`src/rtl/seg_bcd_counter_display.sv`:
```
// seg_bcd_counter_display: N-digit BCD up/down counter with a multiplexed 7-segment scan driver
module seg_bcd_counter_display #(
    parameter int DIGITS         = 2,
    parameter int TICK_DIV       = 50_000_000,
    parameter int SCAN_DIV       = 50_000,
    parameter int SEG_ACTIVE_LOW = 1
) (
    input  logic                  clk,
    input  logic                  rst_n,
    input  logic                  en,
    input  logic                  up_dn,
    input  logic                  load,
    input  logic [4*DIGITS-1:0]   load_bcd,
    input  logic                  blank_lz,
    output logic [4*DIGITS-1:0]   cnt_bcd,
    output logic                  wrap,
    output logic [DIGITS-1:0]     cs,
    output logic [7:0]            seg
);
    localparam int TW = $clog2(TICK_DIV);
    localparam int SW = $clog2(SCAN_DIV);
    localparam int IW = DIGITS > 1 ? $clog2(DIGITS) : 1;
    localparam logic [79:0] SEG_LUT = 80'h90_80_F8_82_92_99_B0_A4_F9_C0;
    localparam logic [7:0] SEG_OFF = SEG_ACTIVE_LOW != 0 ? 8'hFF : 8'h00;
    logic [TW-1:0] tick_cnt;
    logic [SW-1:0] scan_cnt;
    logic [IW-1:0] idx;
    logic tick, c;
    logic [3:0] d, cur;
    logic [4*DIGITS-1:0] nxt, ld;
    logic [DIGITS-1:0] hz;
    logic [7:0] seg_al;
    assign tick = tick_cnt == TW'(TICK_DIV - 1);
    always_comb begin
        c = 1'b1;
        d = '0;
        nxt = cnt_bcd;
        ld = load_bcd;
        for (int i = 0; i < DIGITS; i++) begin
            d = cnt_bcd[4*i +: 4];
            nxt[4*i +: 4] = !c ? d : up_dn ? (d == 4'd9 ? 4'd0 : d + 4'd1) : (d == 4'd0 ? 4'd9 : d - 4'd1);
            c = c & (up_dn ? d == 4'd9 : d == 4'd0);
            ld[4*i +: 4] = load_bcd[4*i +: 4] > 4'd9 ? 4'd9 : load_bcd[4*i +: 4];
        end
    end
    for (genvar g = 0; g < DIGITS; g++) begin : g_hz
        assign hz[g] = ~|cnt_bcd[4*DIGITS-1:4*g];
    end
    assign cur = cnt_bcd[{idx, 2'b00} +: 4];
    assign seg_al = (blank_lz && idx != '0 && hz[idx]) ? 8'hFF : SEG_LUT[{cur, 3'b000} +: 8];
    always_ff @(posedge clk or negedge rst_n) begin
        if (!rst_n) begin
            tick_cnt <= '0;
            cnt_bcd <= '0;
            wrap <= 1'b0;
        end else if (load) begin
            tick_cnt <= '0;
            cnt_bcd <= ld;
            wrap <= 1'b0;
        end else begin
            tick_cnt <= tick ? '0 : tick_cnt + 1'b1;
            cnt_bcd <= tick && en ? nxt : cnt_bcd;
            wrap <= tick && en && c;
        end
    end
    always_ff @(posedge clk or negedge rst_n) begin
        if (!rst_n) begin
            scan_cnt <= '0;
            idx <= '0;
        end else begin
            scan_cnt <= scan_cnt == SW'(SCAN_DIV - 1) ? '0 : scan_cnt + 1'b1;
            idx <= scan_cnt != SW'(SCAN_DIV - 1) ? idx : idx == IW'(DIGITS - 1) ? '0 : idx + 1'b1;
        end
    end
    always_ff @(posedge clk or negedge rst_n) begin
        if (!rst_n) begin
            cs <= '1;
            seg <= SEG_OFF;
        end else begin
            cs <= ~(DIGITS'(1) << idx);
            seg <= SEG_ACTIVE_LOW != 0 ? seg_al : ~seg_al;
        end
    end
endmodule
```
`config.mk`:
```
export PLATFORM = sky130hd
export DESIGN_NAME = seg_bcd_counter_display
export DESIGN_NICKNAME = d
export VERILOG_FILES = /design/src/rtl/seg_bcd_counter_display.sv
export SDC_FILE = /design/constraint.sdc
export NUM_CORES = 1
export LEC_CHECK = 0
export ABC_AREA = 1
export BUFFER_PORTS_ARGS = -buffer_cell sky130_fd_sc_hd__buf_2
export CAP_MARGIN = 20
export CORE_AREA = 8 8 106 108
export CTS_BUF_LIST = sky130_fd_sc_hd__clkbuf_8
export DETAILED_ROUTE_END_ITERATION = 10
export DIE_AREA = 0 0 114 116
export PLACE_DENSITY_LB_ADDON = 0.3
export SLEW_MARGIN = 15
export SYNTH_ARGS = -nofsm -noshare
export SYNTH_HDL_FRONTEND = slang
export SYNTH_SLANG_ARGS = --single-unit
export TNS_END_PERCENT = 20
```
`constraint.sdc`:
```
create_clock -name clk -period 1.4 [get_ports clk]
set_input_delay 0.21 -clock clk [delete_from_list [all_inputs] [get_ports clk]]
set_output_delay 0.21 -clock clk [all_outputs]
set_load 0.05 [all_outputs]
```
# After elaboration in Yosys (flattened, before gate mapping)
# Index checks and enable logic that the tools add are counted.
# totals
regBits,62
latchBits,0
ramBits,0
rom_bits,0
in_bits,14
out_inout_bits,19
word_cells,62
n_memories,0
# op_classes
addsub,7
mul,0
div,0
n_lt_le_gt_ge,3
eq_ne,5
shift,3
n_mux,21
bitwise,2
reduce_logical,13
# op_table
op,count
$shiftx 80x8->8 const A,1
$mux 26,2
$mux 4,9
$add 26x1->26 const B,1
$eq 26x26->1 const B,1
$mux 8,3
$add 16x1->16 const B,1
$eq 16x16->1 const B,1
$mux 16,1
$ne 16x16->1 const B,1
$add 4x1->4 const B,2
$eq 4x4->1 const B,2
$gt 4x4->1 const B,2
$logic_not 4->1,2
$reduce_or 8->1,1
$shiftx 8x4->4,1
$sub 4x1->4 const B,2
$mux 1,6
$logic_and 1x1->1,4
$reduce_bool 2->1,2
$reduce_or 4->1,1
$logic_not 1->1,2
$lt 1x2->1 const B,1
$not 2->2,1
4 further kinds,4

# Depth between registers and ports, before layout
# Gate-level depths: netlist of the first run.
# depth
word_depth,6
ltp_mapped,11
mapped_depth_nobuf,11

# Worst setup path after synthesis of the first run
# OpenSTA, ideal clock, no wires.
# synth_timing
path_kind,reg2reg
from,register cnt_bcd[4]
to,register seg[3]
setup_ns,0.079
t_arrival_ns,1.642
required_time_ns,1.321
setup_slack_ns,-0.321
stages_incl_launch_ff,9
path_buffers,1
period_less_slack_ns,1.721
path_cell_list,dfrtp_1 -> buf_2 -> inv_1 -> nand2_1 -> o21ai_0 -> ha_1 -> nand2_1 -> inv_1 -> o21ai_0
# synth_between
elab_chain_len,6
elab_cells_between_ends,10
cone_classes,shift: 2; mux: 3; reduce/logical: 5
# synth_rtl
item,line_no,rtl
"start, declared",15,"output logic [4*DIGITS-1:0] cnt_bcd,"
"start signal, assigned",58,cnt_bcd <= ld;
"start signal, assigned",62,cnt_bcd <= tick && en ? nxt : cnt_bcd;
branches (longest 5 deep; another with $shiftx 80x8->8),--,
$mux 8 *,50,"assign seg_al = (blank_lz && idx != '0 && hz[idx]) ? 8'hFF : SEG_LUT[{cur, 3'b000} +: 8];"
named net seg_al[3],32,logic [7:0] seg_al;
"end signal, assigned",81,seg <= SEG_ACTIVE_LOW != 0 ? seg_al : ~seg_al;
"end, declared",18,output logic [7:0] seg
# Mark *: on every way through the listed nets, which the timed path passes. The select of a mux whose other input is x is not followed.
# A chain may end at the register's enable or synchronous reset.

# Final worst setup path of the first run
# layout_timing
from,register tick_cnt[1]
to,register tick_cnt[13]
# layout_between
elab_chain_len,3
elab_cells_between_ends,4
cone_classes,add/sub: 1; eq/ne: 1; mux: 2
# layout_rtl
item,line_no,rtl
"start, declared",25,logic [TW-1:0] tick_cnt;
"start signal, assigned",61,tick_cnt <= tick ? '0 : tick_cnt + 1'b1;
$add 26x1->26 / $eq 26x26->1 (equally long branches),"61, 33",
$mux 26 *,61,
$mux 26 *,56,end else if (load) begin
# Every way passes the cells marked *; elsewhere a longest branch is shown, timed or not.

==> impl_results.md, run 1 <==
- Power density over the cells: 953 nW/µm²
- Synth Instances: 519
- Avg Inst Size Synth: 7.16 µm²
- Setup crit end kind: flop
- Clk sinks: 62
- Core Box Area: 9550 µm²
- Share of cells above drive strength 1: 34.3%
- Data arrival, critical path: 1.71 ns
- Area of the die: 13200 µm²
- DIE WIDTH: 114 µm
- Design area: 5190 µm²
- R2r endpoint: tick_cnt[13]
- CP Class: flop to flop
- CTS Buf Count: 9
- I/O pins: 33
- Fillers: 888
- DRT iter0 DRCs: 235
- Detail Placement HPWL: 7.39 mm
- Ys flop type: dfrtp_1
- All-layer global routing usage: 15.9%
- Post-route minimum period: 1.47 ns
- Largest net degree at the start of global routing: 23
- Count of different cell masters after synthesis: 34
- Crit start category: flop
- Synthesized flop and latch total: 62
- CP Max Fanout: 8
- Clock-pin transition on the worst setup and hold timing paths: 0.08 ns
- Antenna cells: 0
- Detailed Route WL: 10.2 mm
- R2R cell count: 8
- Post-Syn Area: 3720 µm²
- Placed cell area: 4580 µm²
- Least-Margin Pin Slew: 0.462 ns
- Max-slew violations: 0
- DRC violations left: 0
- Final core utilization: 54.3%
- DR WL/cell: 13.3 µm
- CTS Buffer Depth: 2
- Fin nets: 654
- Routability cong.: 0.885
- Initial antenna violation count: 0
- Violated checks: negative setup slack
- GRT overflow: 0
- PortBufs: 32
- Initial DRT Pass Iterations: 4
- Final Worst Setup Slack: -0.0712 ns
- RSZ-0062 raised after global routing: true
- Status: finished with violations
- H-tree depth: 3
- First-pass GRT wire length: 16.9 mm
- Worst Path Required: 1.64 ns
- EDFF count, synth: 0
- Hold EP: wrap
- Peak VDD IR: 0.000523 V
- Peak Freq: 0.680 GHz
- FF-to-FF Start: tick_cnt[1]
- Max Cap Viol: 0
- HP Start: en
- Fin Clk Skew: 0.0124 ns
- LEAKAGE: 2.54 nW
- Hold Crit Class: primary input to flop
- Initial Util: 38.9%
- CTS tree: yes
- Row cnt: 36
- Via count: 3733
- Asr flop ratio synth: 100%
- Synthesis-to-layout area growth: 39.5%
- Final Power: 0.00494 W
- Avg Vias per Cell: 4.84
- Worst-Skew Late Latency: 0.36 ns
- Vias in the first global route: 3652
- Root Buffer: clkbuf_8
- Reg2Reg Setup Slack: -0.07 ns
- Hold depth: 3
- Worst slew margin: 69.2%
- Post-synthesis sequential area ratio: 42.1%
- Setup violators final: 26
- Syn Nets: 540
- Die Y: 116 µm
- Tcrit/Tclk final: 105%
- Ys Warns: 0
- Fin. Hold Viols: 0
- Post-DRT Antenna Nets: 0
synthesized netlist by cell type (3+ instances only):
cell type	n	area, µm²
a21oi_1	12	60.1
buf_2	3	15.0
clkbuf_1	3	11.3
dfrtp_1	52	1300
dfstp_2	10	263
ha_1	7	87.6
inv_1	63	236
nand2_1	147	552
nand2_2	4	25.0
nand3_1	51	255
nand4_1	13	81.3
nor2_1	84	315
nor2_4	5	56.3
nor3_1	4	20.0
o21ai_0	21	105
o21bai_1	3	22.5
xnor2_1	4	35.0
xor2_1	13	114
power by group:
part | internal (W) | switching [W]
clock | 0.00101 | 0.000788
sequential | 0.00192 | 0.0000881
combinational | 0.000360 | 0.000779
total | 0.00329 | 0.00166
routing by layer:
layer / track usage (%) / wire length (µm)
met1: 19.7 / 4640
met2: 25.8 / 4900
met3: 3.39 / 446
met4: 8.16 / 247
met5: 0 / 0
cells by family (layout without fill, tap and decap cells):
kind of cell	Yosys count	count (layout)	share of synthesized area, %
compound gates	44	44	6.63
simple gates	318	318	37.5
flops	62	62	42.1
buf+inv	71	190	7.47
fa+ha+maj	7	7	2.36
xor+xnor	17	17	4.00
timing repair:
action                                  in CTS  in global routing
hold buffers                                 1                  0
hold endpoints to repair                    13                  0
buffers inserted                             9                  6
endpoints found under the setup margin      35                 53
resized for setup                           34                 47
pin swaps                                   16                 15
stage by stage:
stage	TNS (ns)	hold slack (ns)	instances	setup WS (ns)
3_3_place_gp	-1.92	0.188	739	-0.0984
5_1_grt	-4.75	0.131	771	-0.155
4_1_cts	-0.978	0.0991	765	-0.0548
6_report	-1.09	0.115	771	-0.0712
2_1_floorplan	-0.0470	-0.0856	519	-0.0167
3_5_place_dp	-2.18	0.191	739	-0.150
cells in the final DEF, fill, tap and decap left out, types with 4 or more instances in the layout:
cell type	count
clkbuf_8	9
ha_1	4
dfrtp_1	39
nor2_2	11
nand2_4	5
buf_4	70
nand2_2	10
inv_2	5
nand3_1	42
nor2_4	12
dfstp_2	10
o21ai_1	6
nand3_2	9
dfrtp_2	13
buf_2	30
nand2_1	137
a21oi_1	11
o21ai_0	12
xor2_1	13
nand4_1	13
xnor2_1	4
inv_1	57
nor2_1	68
buf_12	5
buf_6	4
how the worst max path moves through the flow:
stage / start / end / slack, ns / depth (start not counted)
floorplan: cnt_bcd[4] / seg[0] / -0.02 / 8
global placement: tick_cnt[21] / tick_cnt[20] / -0.1 / 6
detailed placement: tick_cnt[21] / tick_cnt[12] / -0.15 / 6
CTS: tick_cnt[0] / cnt_bcd[0] / -0.05 / 10
global route: scan_cnt[2] / scan_cnt[15] / -0.16 / 8
finish: tick_cnt[1] / tick_cnt[13] / -0.07 / 8
layout make-up:
type | count | area, µm² | area share, %
well taps | 133 | 166 | 3.21
repair buffers | 110 | 831 | 16.0
clock buffers | 9 | 124 | 2.39
clock inverters | 7 | 95.1 | 1.83
multi-input cells | 386 | 2150 | 41.4
inverters | 64 | 243 | 4.68
flip-flops and latches | 62 | 1580 | 30.5
critical path, cell delays in order (launching register included):
cell,delay [ns]
dfrtp_1,0.41
ha_4,0.17
nand2_4,0.07
nor2_4,0.13
nand2_4,0.08
buf_4,0.15
o21ai_4,0.16
buf_12,0.14
nor2_1,0.04
flip-flops by register name, summed over array words and instances, names as in the netlist:
| register | flops |
|---|---|
| tick_cnt | 26 |
| scan_cnt | 16 |
| cnt_bcd | 8 |
| seg | 8 |
| cs | 2 |
| idx | 1 |
| wrap | 1 |
(Power assumes the default switching activity.)
==> run 2: changes to the inputs <==
CORE_AREA = 8 8 125 92   (was 8 8 106 108)
CTS_CLUSTER_SIZE = 14   (was not set)
DIE_AREA = 0 0 133 100   (was 0 0 114 116)
==> run 2 against run 1 <==
The flow still finishes with violations (negative setup slack). Core utilization is 1.6 points lower. Flip-flop and latch count stayed put. Sequential share of layout area is 1.0 points higher. Sequential power hardly changed. Final area is 3.4% lower. Via count is 1.3% lower. Combinational power hardly changed. Clock skew is 0.0011 ns lower. Wire length is 5.1% lower. Critical path type unchanged. Critical endpoint is now cnt_bcd[5]. Largest cell class unchanged.
==> impl_results.md, run 2 (synthesis gave the netlist of run 1 again) <==
- Most common cell after layout, fill and taps aside: nand2_1
- Via count: 3683 (-1.3%)
- Setup crit end kind: flop
- Max Cap Viol: 0 (unchanged)
- Max reg flops: 26 (unchanged)
- I/O pins: 33 (unchanged)
- Initial antenna violation count: 0 (unchanged)
- Die Y: 100 µm (-14%)
- Design area: 5010 µm² (-3.4%)
- CTS Buffer Depth: 2 (unchanged)
- Max-slew violations: 0 (unchanged)
- Clk sinks: 62 (unchanged)
- Crit start category: flop
- All-layer global routing usage: 14.9% (-1.1 points)
- Detail Placement HPWL: 7.31 mm (-0.97%)
- DRT iter0 DRCs: 264 (+12%)
- Final Worst Setup Slack: -0.114 ns (-0.0429 ns)
- Initial DRT Pass Iterations: 5 (+1)
- DRC violations left: 0 (unchanged)
- Initial Util: 39.2% (+0.22 points)
- H-tree depth: 3 (unchanged)
- Least-Margin Pin Slew: 0.369 ns (-0.0932 ns)
- RSZ-0062 raised after global routing: true
- CP peak stage delay: 0.40 ns (about the same)
- Setup violators final: 28 (+7.7%)
- CTS tree: yes
- Most frequent cells in the layout: nand2_1 (136), nor2_1 (66), buf_4 (62)
- First-pass GRT wire length: 16.2 mm (-3.8%)
- Area of the die: 13300 µm² (+0.57%)
- Fillers: 871 (-1.9%)
- Fin Clk Skew: 0.0112 ns (-0.00112 ns)
- Hold Crit Class: primary input to flop
- CP max-delay cell: dfrtp_1
- Crit path cell chain: ha_4, nand2_4, nor2_4, nand2_4, nor2_4, nand3_2, nand2_4, buf_6, nand3_2, nand2_1
- CTS Buf Count: 9 (unchanged)
- Fin nets: 644 (-1.5%)
- DR WL/cell: 12.8 µm (-3.2%)
- Tcrit/Tclk final: 108% (+3.1 points)
- Status: finished with violations
- DP Worst Slack: -0.128 ns (+0.0220 ns)
- Row cnt: 30 (-17%)
- Worst slew margin: 75.4% (+6.2 points)
- Synthesis-to-layout area growth: 34.8%
- Share of cells above drive strength 1: 32.5% (-1.8 points)
- PortBufs: 32 (unchanged)
- Placed cell area: 4560 µm² (-0.41%)
- Clock-pin transition on the worst setup and hold timing paths: 0.08 ns (about the same)
- CP Max Fanout: 6 (-2)
- Data arrival, critical path: 1.79 ns (+0.08 ns)
- Register area: 1580 µm² (-0.24%)
- Area of the multi-input gates: 2100 µm² (-2.4%)
- Vias in the first global route: 3447 (-5.6%)
- Worst Path Required: 1.68 ns (+0.04 ns)
- Largest net degree at the start of global routing: 39 (+70%)
- Power density over the cells: 954 nW/µm² (about the same)
- Post-DRT Antenna Nets: 0 (unchanged)
- DIE WIDTH: 133 µm (+17%)
- Post-route minimum period: 1.51 ns (+0.0429 ns)
- Most flops, register: tick_cnt
- Most used cell, CP: nand2_4
- Fin. Hold Viols: 0 (unchanged)
- Worst-Skew Late Latency: 0.34 ns (-0.02 ns)
- Hold WS: 0.170 ns (+0.0552 ns)
- Core Box Area: 9500 µm² (-0.55%)
- Peak VDD IR: 0.000555 V (+6.2%)
- Peak Freq: 0.660 GHz (-2.8%)
- Routability cong.: 0.956 (+8.1%)
- Avg Vias per Cell: 4.87 (+0.62%)
- CP Class: flop to flop
- GRT overflow: 0 (unchanged)
- Root Buffer: clkbuf_8
- Antenna cells: 0 (unchanged)
- LEAKAGE: 2.43 nW (-4.3%)
- Regs by FF count: tick_cnt x26, scan_cnt x16
- Detailed Route WL: 9.71 mm (-5.1%)
- Violated checks: negative setup slack
- TNS Setup: -1.33 ns (-0.237 ns)
run 2: changes by cell type in the layout (fill, tap and decap cells not counted), sizes merged:
cell | before | now
buf | 109 | 98
clkbuf | 9 | 11
clkinv | 3 | 5
bufinv | 2 | 1
clkinvlp | 1 | 0
inv | 65 | 64
run 2: where the power goes:
| part | switching (W) | internal [W] |
|---|---|---|
| clock network | 0.000770 | 0.000883 |
| logic | 0.000779 | 0.000341 |
| registers | 0.0000867 | 0.00192 |
run 2: through the flow:
step / utilization [%] / std cells / total power (W)
after detailed placement: 48.1 / 734 / 0.00311
after global routing: 52.8 / 756 / 0.00504
after global placement: 48.1 / 734 / 0.00309
after CTS: 51.4 / 753 / 0.00480
final: 52.8 / 756 / 0.00478
after floorplan: - / 519 / 0.00278
run 2: cell type report:
type                       count  share of cell area, %
multi-input combinational    386                   41.9
inverter                      64                   4.79
tap                          128                   3.20
timing repair buffer         100                   14.6
clock inverter                 6                   1.40
clock buffer                  10                   2.75
sequential                    62                   31.5
run 2: critical path: cells and delay by family (launching register included):
kind	cells	cell delay, ns
fa+ha+maj	1	0.16
buf+inv	1	0.12
flops	1	0.40
simple gates	8	0.76
run 2: worst paths after layout:
path	slack, ns	depth (start not counted)	end	startpoint
max	-0.11	10	cnt_bcd[5]	tick_cnt[1]
min	0.17	3	wrap	en
max reg2reg	-0.11	10	cnt_bcd[5]	tick_cnt[1]
min reg2reg	0.49	1	tick_cnt[0]	tick_cnt[0]
max in group asynchronous	0.74	3	seg[6]	rst_n
min in group asynchronous	0.38	3	tick_cnt[23]	rst_n
run 2: routing by layer:
layer  global-route usage, %  vias up  wire [µm]
met1                    20.4     1701       4700
met4                    5.83        0        138
met2                    22.1      104       4200
met5                       0        -          0
li1                        -     1861          -
met3                    3.54       17        664
run 2: what timing repair did:
item | CTS | global route
hold buffers | 1 | 0
endpoints found under the hold margin | 52 | 0
setup buffers | 2 | 3
pin swaps | 11 | 12
endpoints found under the setup margin | 36 | 49
resized for setup | 29 | 37
